### src/rtl/mod_mem_store_beat_gen.sv
// Store beat generator: turns one store request (funct3, byte address, data) into one or two
// aligned, byte-strobed bus beats with registered outputs.
// Optional feature macro: MEM_STORE_SPLIT_EN -- when defined, stores crossing an XLEN-word
// boundary are issued as two beats; when undefined they are rejected with err_o.
module mod_mem_store_beat_gen #(
  parameter int unsigned XLEN = 32
) (
  input  logic                clk_i,
  input  logic                rst_ni,
  input  logic                req_valid_i,
  output logic                req_ready_o,
  input  logic [2:0]          req_funct3_i,
  input  logic [XLEN-1:0]     req_addr_i,
  input  logic [XLEN-1:0]     req_data_i,
  output logic                mem_valid_o,
  input  logic                mem_ready_i,
  output logic [XLEN-1:0]     mem_addr_o,
  output logic [XLEN-1:0]     mem_wdata_o,
  output logic [XLEN/8-1:0]   mem_wstrb_o,
  output logic                done_o,
  output logic                err_o
);

  localparam int unsigned BYTES = XLEN / 8;
  localparam int unsigned OFFW  = $clog2(BYTES);
  localparam logic [2*BYTES-1:0] MaskOne = {{(2*BYTES-1){1'b0}}, 1'b1};

  typedef enum logic [1:0] {StIdle, StBeat0, StBeat1, StResp} state_e;

  state_e               state_q, state_d;
  logic                 mem_valid_q, mem_valid_d;
  logic [XLEN-1:0]      mem_addr_q, mem_addr_d;
  logic [XLEN-1:0]      mem_wdata_q, mem_wdata_d;
  logic [BYTES-1:0]     mem_wstrb_q, mem_wstrb_d;
  logic                 done_q, done_d;
  logic                 err_q, err_d;

  // Request decode
  int unsigned          size;
  logic [OFFW-1:0]      offset;
  logic [2*BYTES-1:0]   mask;
  logic [XLEN-1:0]      data_sized;
  logic [2*XLEN-1:0]    data2;
  logic [XLEN-1:0]      base;
  logic                 illegal;
  logic                 split;
  logic                 reject;

`ifdef MEM_STORE_SPLIT_EN
  // Second-beat payload captured at accept time so BEAT1 is a plain register load
  logic [XLEN-1:0]      hi_addr_q, hi_addr_d;
  logic [XLEN-1:0]      hi_wdata_q, hi_wdata_d;
  logic [BYTES-1:0]     hi_wstrb_q, hi_wstrb_d;
  logic                 split_q, split_d;
`else
  logic                 unused_hi;
  assign unused_hi = ^data2[2*XLEN-1:XLEN];
`endif

  // Decode size, lane placement and legality of the incoming request
  always_comb begin
    size   = 32'd1 << req_funct3_i[1:0];
    offset = req_addr_i[OFFW-1:0];
    mask   = ((MaskOne << size) - MaskOne) << offset;
    for (int unsigned i = 0; i < BYTES; i++) begin
      data_sized[8*i +: 8] = (i < size) ? req_data_i[8*i +: 8] : 8'h00;
    end
    data2   = {{XLEN{1'b0}}, data_sized} << {offset, 3'b000};
    base    = {req_addr_i[XLEN-1:OFFW], {OFFW{1'b0}}};
    illegal = req_funct3_i[2] || ((req_funct3_i[1:0] == 2'b11) && (XLEN == 32));
    split   = |mask[2*BYTES-1:BYTES];
`ifdef MEM_STORE_SPLIT_EN
    reject  = illegal;
`else
    reject  = illegal || split;
`endif
  end

  // Next-state and next-output logic; outputs only change through registers
  always_comb begin
    state_d     = state_q;
    mem_valid_d = mem_valid_q;
    mem_addr_d  = mem_addr_q;
    mem_wdata_d = mem_wdata_q;
    mem_wstrb_d = mem_wstrb_q;
    done_d      = 1'b0;
    err_d       = 1'b0;
`ifdef MEM_STORE_SPLIT_EN
    hi_addr_d   = hi_addr_q;
    hi_wdata_d  = hi_wdata_q;
    hi_wstrb_d  = hi_wstrb_q;
    split_d     = split_q;
`endif
    unique case (state_q)
      StIdle, StResp: begin
        if (req_valid_i) begin
          if (reject) begin
            state_d = StResp;
            err_d   = 1'b1;
          end else begin
            state_d     = StBeat0;
            mem_valid_d = 1'b1;
            mem_addr_d  = base;
            mem_wdata_d = data2[XLEN-1:0];
            mem_wstrb_d = mask[BYTES-1:0];
`ifdef MEM_STORE_SPLIT_EN
            hi_addr_d   = base + XLEN'(BYTES);
            hi_wdata_d  = data2[2*XLEN-1:XLEN];
            hi_wstrb_d  = mask[2*BYTES-1:BYTES];
            split_d     = split;
`endif
          end
        end else begin
          state_d = StIdle;
        end
      end
      StBeat0: begin
        if (mem_ready_i) begin
`ifdef MEM_STORE_SPLIT_EN
          if (split_q) begin
            state_d     = StBeat1;
            mem_addr_d  = hi_addr_q;
            mem_wdata_d = hi_wdata_q;
            mem_wstrb_d = hi_wstrb_q;
          end else
`endif
          begin
            state_d     = StResp;
            mem_valid_d = 1'b0;
            done_d      = 1'b1;
          end
        end
      end
`ifdef MEM_STORE_SPLIT_EN
      StBeat1: begin
        if (mem_ready_i) begin
          state_d     = StResp;
          mem_valid_d = 1'b0;
          done_d      = 1'b1;
        end
      end
`endif
      default: begin
        state_d     = StIdle;
        mem_valid_d = 1'b0;
      end
    endcase
  end

  // State and output registers; reset abandons any beat in flight
  always_ff @(posedge clk_i) begin
    if (!rst_ni) begin
      state_q     <= StIdle;
      mem_valid_q <= 1'b0;
      mem_addr_q  <= '0;
      mem_wdata_q <= '0;
      mem_wstrb_q <= '0;
      done_q      <= 1'b0;
      err_q       <= 1'b0;
    end else begin
      state_q     <= state_d;
      mem_valid_q <= mem_valid_d;
      mem_addr_q  <= mem_addr_d;
      mem_wdata_q <= mem_wdata_d;
      mem_wstrb_q <= mem_wstrb_d;
      done_q      <= done_d;
      err_q       <= err_d;
    end
  end

`ifdef MEM_STORE_SPLIT_EN
  // Second-beat payload registers
  always_ff @(posedge clk_i) begin
    if (!rst_ni) begin
      hi_addr_q  <= '0;
      hi_wdata_q <= '0;
      hi_wstrb_q <= '0;
      split_q    <= 1'b0;
    end else begin
      hi_addr_q  <= hi_addr_d;
      hi_wdata_q <= hi_wdata_d;
      hi_wstrb_q <= hi_wstrb_d;
      split_q    <= split_d;
    end
  end
`endif

  assign req_ready_o = (state_q == StIdle) || (state_q == StResp);
  assign mem_valid_o = mem_valid_q;
  assign mem_addr_o  = mem_addr_q;
  assign mem_wdata_o = mem_wdata_q;
  assign mem_wstrb_o = mem_wstrb_q;
  assign done_o      = done_q;
  assign err_o       = err_q;

endmodule

### config.mk
export PLATFORM = sky130hd
export DESIGN_NAME = mod_mem_store_beat_gen
export DESIGN_NICKNAME = d
export VERILOG_FILES = /design/src/rtl/mod_mem_store_beat_gen.sv
export SDC_FILE = /design/constraint.sdc
export NUM_CORES = 1
export LEC_CHECK = 0
export CORE_MARGIN = 3
export CORE_UTILIZATION = 35
export DETAILED_ROUTE_END_ITERATION = 16
export PLACE_DENSITY = 0.65
export SLEW_MARGIN = 20
export SYNTH_ARGS = -nofsm -noshare
export SYNTH_HDL_FRONTEND = slang
export SYNTH_SLANG_ARGS = --single-unit
### constraint.sdc
create_clock -name clk_i -period 3.7 [get_ports clk_i]
set_clock_uncertainty 0.2 [all_clocks]
set_input_delay 0.74 -clock clk_i [delete_from_list [all_inputs] [get_ports clk_i]]
set_output_delay 0.74 -clock clk_i [all_outputs]
set_load 0.05 [all_outputs]
# == After elaboration in Yosys (flattened, before gate mapping) ==
# Cells that the tools add are included.
# totals
reg_bits,71
input_bits,71
output_inout_bits,72
elab_cells,47
# op_classes
n_addsub,1
order_cmp,4
eq_ne,6
shifts,4
muxes,14
n_bitwise,1
n_reduce_logical,10
# ops
op,count
"< comparator 1 x 32 -> 1 bit, first input constant",2
"< comparator 2 x 32 -> 1 bit, first input constant",2
2-to-1 mux 8 bit,4
"<< shifter 1 x 2 -> 32 bit, first input constant",1
"<< shifter 1 x 32 -> 8 bit, first input constant",1
<< shifter 32 x 5 -> 32 bit,1
AND reduction 3 bit,3
<< shifter 8 x 2 -> 8 bit,1
"subtractor 8 x 1 -> 8 bit, second input constant",1
2-to-1 mux 2 bit,3
"!= test 2 bit, second input constant",3
2-to-1 mux 1 bit,5
"equality test 2 bit, second input constant",2
case mux 2 bit (2 select lines),1
OR reduction 4 bit,1
logical OR 1 bit,3
"equality test 2 x 1 -> 1 bit, second input constant",1
logical NOT 2 bit,1
case mux 1 bit (2 select lines),1
AND reduction 2 bit,1
OR reduction 2 bit,1
inverter 1 bit,1

# == Longest topological paths before layout ==
# logic_depth
word_depth,9
mapped_depth,8
mapped_depth_nobuf,6

# == Least setup slack after synthesis ==
# No wires, ideal clock.
# synth_path
kind,flip-flop to flip-flop
start,register state_q[0]
end,register mem_addr_q[10] (netlist: mem_addr_o[10])
setup_ps,70
t_arrival_ps,2083
required_time_ps,3430
slack_ps,1346
path_stages_with_launch,9
cell_sequence,dfxtp_1 inv_1 ha_1 nand2_1 nor2_1 clkbuf_1 buf_2 nand3_1 a21oi_1
# synth_via
elab_chain_len,3
elab_cells_between_ends,4
# synth_rtl
item,line_no,rtl
"start, declared",30,"state_e state_q, state_d;"
"start signal, assigned",153,state_q <= StIdle;
"start signal, assigned",161,state_q <= state_d;
equality test 2 bit / logical NOT 2 bit (equally long branches),94,unique case (state_q)
OR reduction 2 bit (*),94,
AND reduction 3 bit (no line) (*),--,
"end signal, assigned",163,mem_addr_q <= mem_addr_d;
"end, declared",32,"logic [XLEN-1:0] mem_addr_q, mem_addr_d;"
# Every way passes the cells marked *; elsewhere a longest branch is shown, timed or not.
# A chain may end at the register's enable or synchronous reset.

# == Worst setup path in the final report ==
# layout_path
start,register state_q[0]
end,output port req_ready_o
# layout_via
elab_chain_len,2
elab_cells_between_ends,3
# layout_rtl
item,line_no,rtl
equality test 2 bit / logical NOT 2 bit (equally long branches),188,assign req_ready_o = (state_q == StIdle) || (state_q == StResp);
logical OR 1 bit (*),188,
"end, declared",11,"output logic req_ready_o,"
# Marks and branches as above.

==> results.md <==
- Status: finished, final reports clean
- Post-Syn Area: 3280 µm²
- Flop and latch count out of synthesis: a little over 70
- Critical path data arrival time: 1.93 ns
- Most frequent cells in the layout: clkdlybuf4s50_1 (140), a21oi_1 (78), dfxtp_1 (71)
- Seq. cell area: about 1400 µm²
- Port-buffer cells: 140
- Share of layout cells above drive strength 1: around 7.2%
- Avg Cell Area, Syn: ~8 µm²
- RR Startpoint: state_q[0]
- Via count: roughly 3500
- Fin. Hold Viols: 0
- Worst Hold Launch: mem_addr_o[6]
- CTS tree: yes
- Total GRT Usage: 20.6%
- Setup Buffers After CTS: 0
- Met1 Wirelength: 4880 µm
- Vias/cell: 5.52
- Routed wl met3: 942 µm
- Most common cell after layout, fill and taps aside: clkdlybuf4s50_1
- Syn Inst Count: roughly 410
- Starting density of the core: 36.9%
- Die Area: 10600 µm²
- Min cycle time layout: approximately 2.9 ns
- Pins Over Slew Limit: 0
- Vias in the first global route: roughly 3300
- Largest net degree at the start of global routing: 54
- RSZ-0062 raised after global routing: no
- Leakage: 1.73 nW
- Met2 Wirelength: 4940 µm
- Worst-Margin Slew: between 0.9 and 1 ns
- Routed wire length per instance: 17.3 µm
- # DRC: 0
- Nets: about 600
- RePlAce Congestion: 0.909
- CTS buffer count: 9
- DP Wirelength: 7690 µm
- Power per Cell Area: 440 nW/µm²
- Clk sinks: 71
- Worst setup path category: reg -> out
- Worst-Skew Late Latency: between 0.3 and 0.4 ns
- Initial antenna violation count: 0
- DRT Wirelength: around 11000 µm
- Grt ovf: 0
- Clk root buf: clkbuf_8
- Post-CTS sizing: 0
- Final Util: between 50% and 60%
- Sequential area share after synthesis: 43.3%
- Maximum vdd drop: 0.186 mV
- Max Root-Sink Buffers: 2
- Post-synth EDFFs: 0
- Rows: 34
- Crit start category: flip-flop
- Die H: 103 µm
- CTS clk-pin slew, worst paths: 0.08 ns
- Top Layer Used: met4
- Htree depth: 3
- Area grow syn2layout: 50.6%
- Detailed Route Iter0 Violations: 184
- Main flop type after synthesis: dfxtp_1
- Synth warn: 0
- Slew headroom: 39.0%
- Top-Level Pins: 143
- First-pass DRT Iterations: 4
- WP data required: 2.76 ns
- Slowest cell on crit path: clkdlybuf4s50_1
- Ys async rst share: 0%
- Fmax: 0.348 GHz
- Worst hold path type: reg -> reg
- Number of cells on the worst reg-to-reg path: 6
- Cell Chain, Critical Path: inv_1 > ha_1 > clkdlybuf4s50_1
- Fin crit share: 77.7%
- Synth cell types: 39
- CP Max Fanout: 4
- ANT cells: 0
- First-pass GRT wire length: 17100 µm
- Final Setup Violations: 0
- Setup tns final: 0 ns
- Die X: between 100 and 150 µm
- Worst setup EP type: primary output
- Placeable core area: approximately 9000 µm²
- Hold path depth: 2
- Fill count: 821
- Post-route ant nets: 0
- Crit path from: state_q[0]
- Multi-input gate area: 1660 µm²
- Slowest stage delay, CP: 0.82 ns
- Max-cap violations: 0
- Post-cts hold buffer count: 0
## layout make-up
| cell class | count | area share [%] |
|---|---|---|
| Clock inverter | 6 | 1.22 |
| Tap cell | 108 | 2.73 |
| Multi-Input combinational cell | 284 | 33.5 |
| Inverter | 7 | 0.532 |
| Sequential cell | 71 | 28.8 |
| Timing Repair Buffer | 152 | 30.4 |
| Clock buffer | 10 | 2.78 |
## logic make-up (layout without fill, tap and decap cells)
logic type,count (synthesis),count (layout),synth area share (%)
simple gates,89,89,14.9
buf+inv,51,175,7.06
mux,8,8,2.44
flops,71,71,43.3
other cells,1,2,0.114
compound gates,183,183,31.4
fa+ha+maj,2,2,0.763
## layer usage
metal,track usage (%),vias to the layer above
met5,0,-
met4,9.06,0
met3,4.94,20
met2,31.0,149
met1,28.2,1637
li1,-,1717
## Yosys cell counts, drive strengths merged (2+ instances only)
cell      n  share of area (%)
nor2     18                2.1
a22oi     7                1.6
nand2    11                1.3
ha        2               0.76
mux2i     8                2.4
nor4      2               0.76
inv       7               0.80
clkbuf   29                3.3
buf      15                2.9
a2bb2oi   7                1.9
nand3    33                5.0
o21ai    66                 10
a211oi    3               0.69
a21oi    78                 12
dfxtp    71                 43
o31ai    16                3.7
nand4     8                1.5
nand4b    8                2.1
nor3      2               0.31
## worst paths after layout
kind	to	slack [ns]
worst max-delay path	req_ready_o	0.83
worst max register to register	mem_wdata_o[15]	1.33
worst min-delay path	mem_addr_o[6]	0.28
worst min register to register	mem_addr_o[6]	0.28
## worst max-delay path, delay by kind of cell (launching register included)
kind	cells	cell delay, ns
fa+ha+maj	1	0.35
buf+inv	2	0.87
flops	1	0.37
## flip-flops by register name (all words and copies together), names as in the netlist
signal	count
mem_wstrb_o	4
mem_addr_o	30
mem_wdata_o	32
err_o	1
mem_valid_o	1
state_q	2
done_o	1
## where the power goes
part / switching [mW] / leakage [nW] / internal [mW]
Combinational: 0.445 / 1.05 / 0.254
Clock: 0.301 / 0.0981 / 0.326
Sequential: 0.0309 / 0.577 / 0.820
Total: 0.777 / 1.73 / 1.40
## per-stage QoR
stage                     instances  cell area (µm²)  total power [mW]  setup WS (ns)  hold WS, ns
final                           638             4940              2.18          0.826        0.276
after floorplan                 406             3280              1.30           1.35        0.328
after detailed placement        622             4740              1.57          0.766        0.266
after global placement          622             4740              1.56          0.827        0.260
after global routing            638             4940              2.29          0.734        0.298
after CTS                       638             4940              2.20          0.806        0.278
Note: power is estimated with default switching activity, not from simulation.
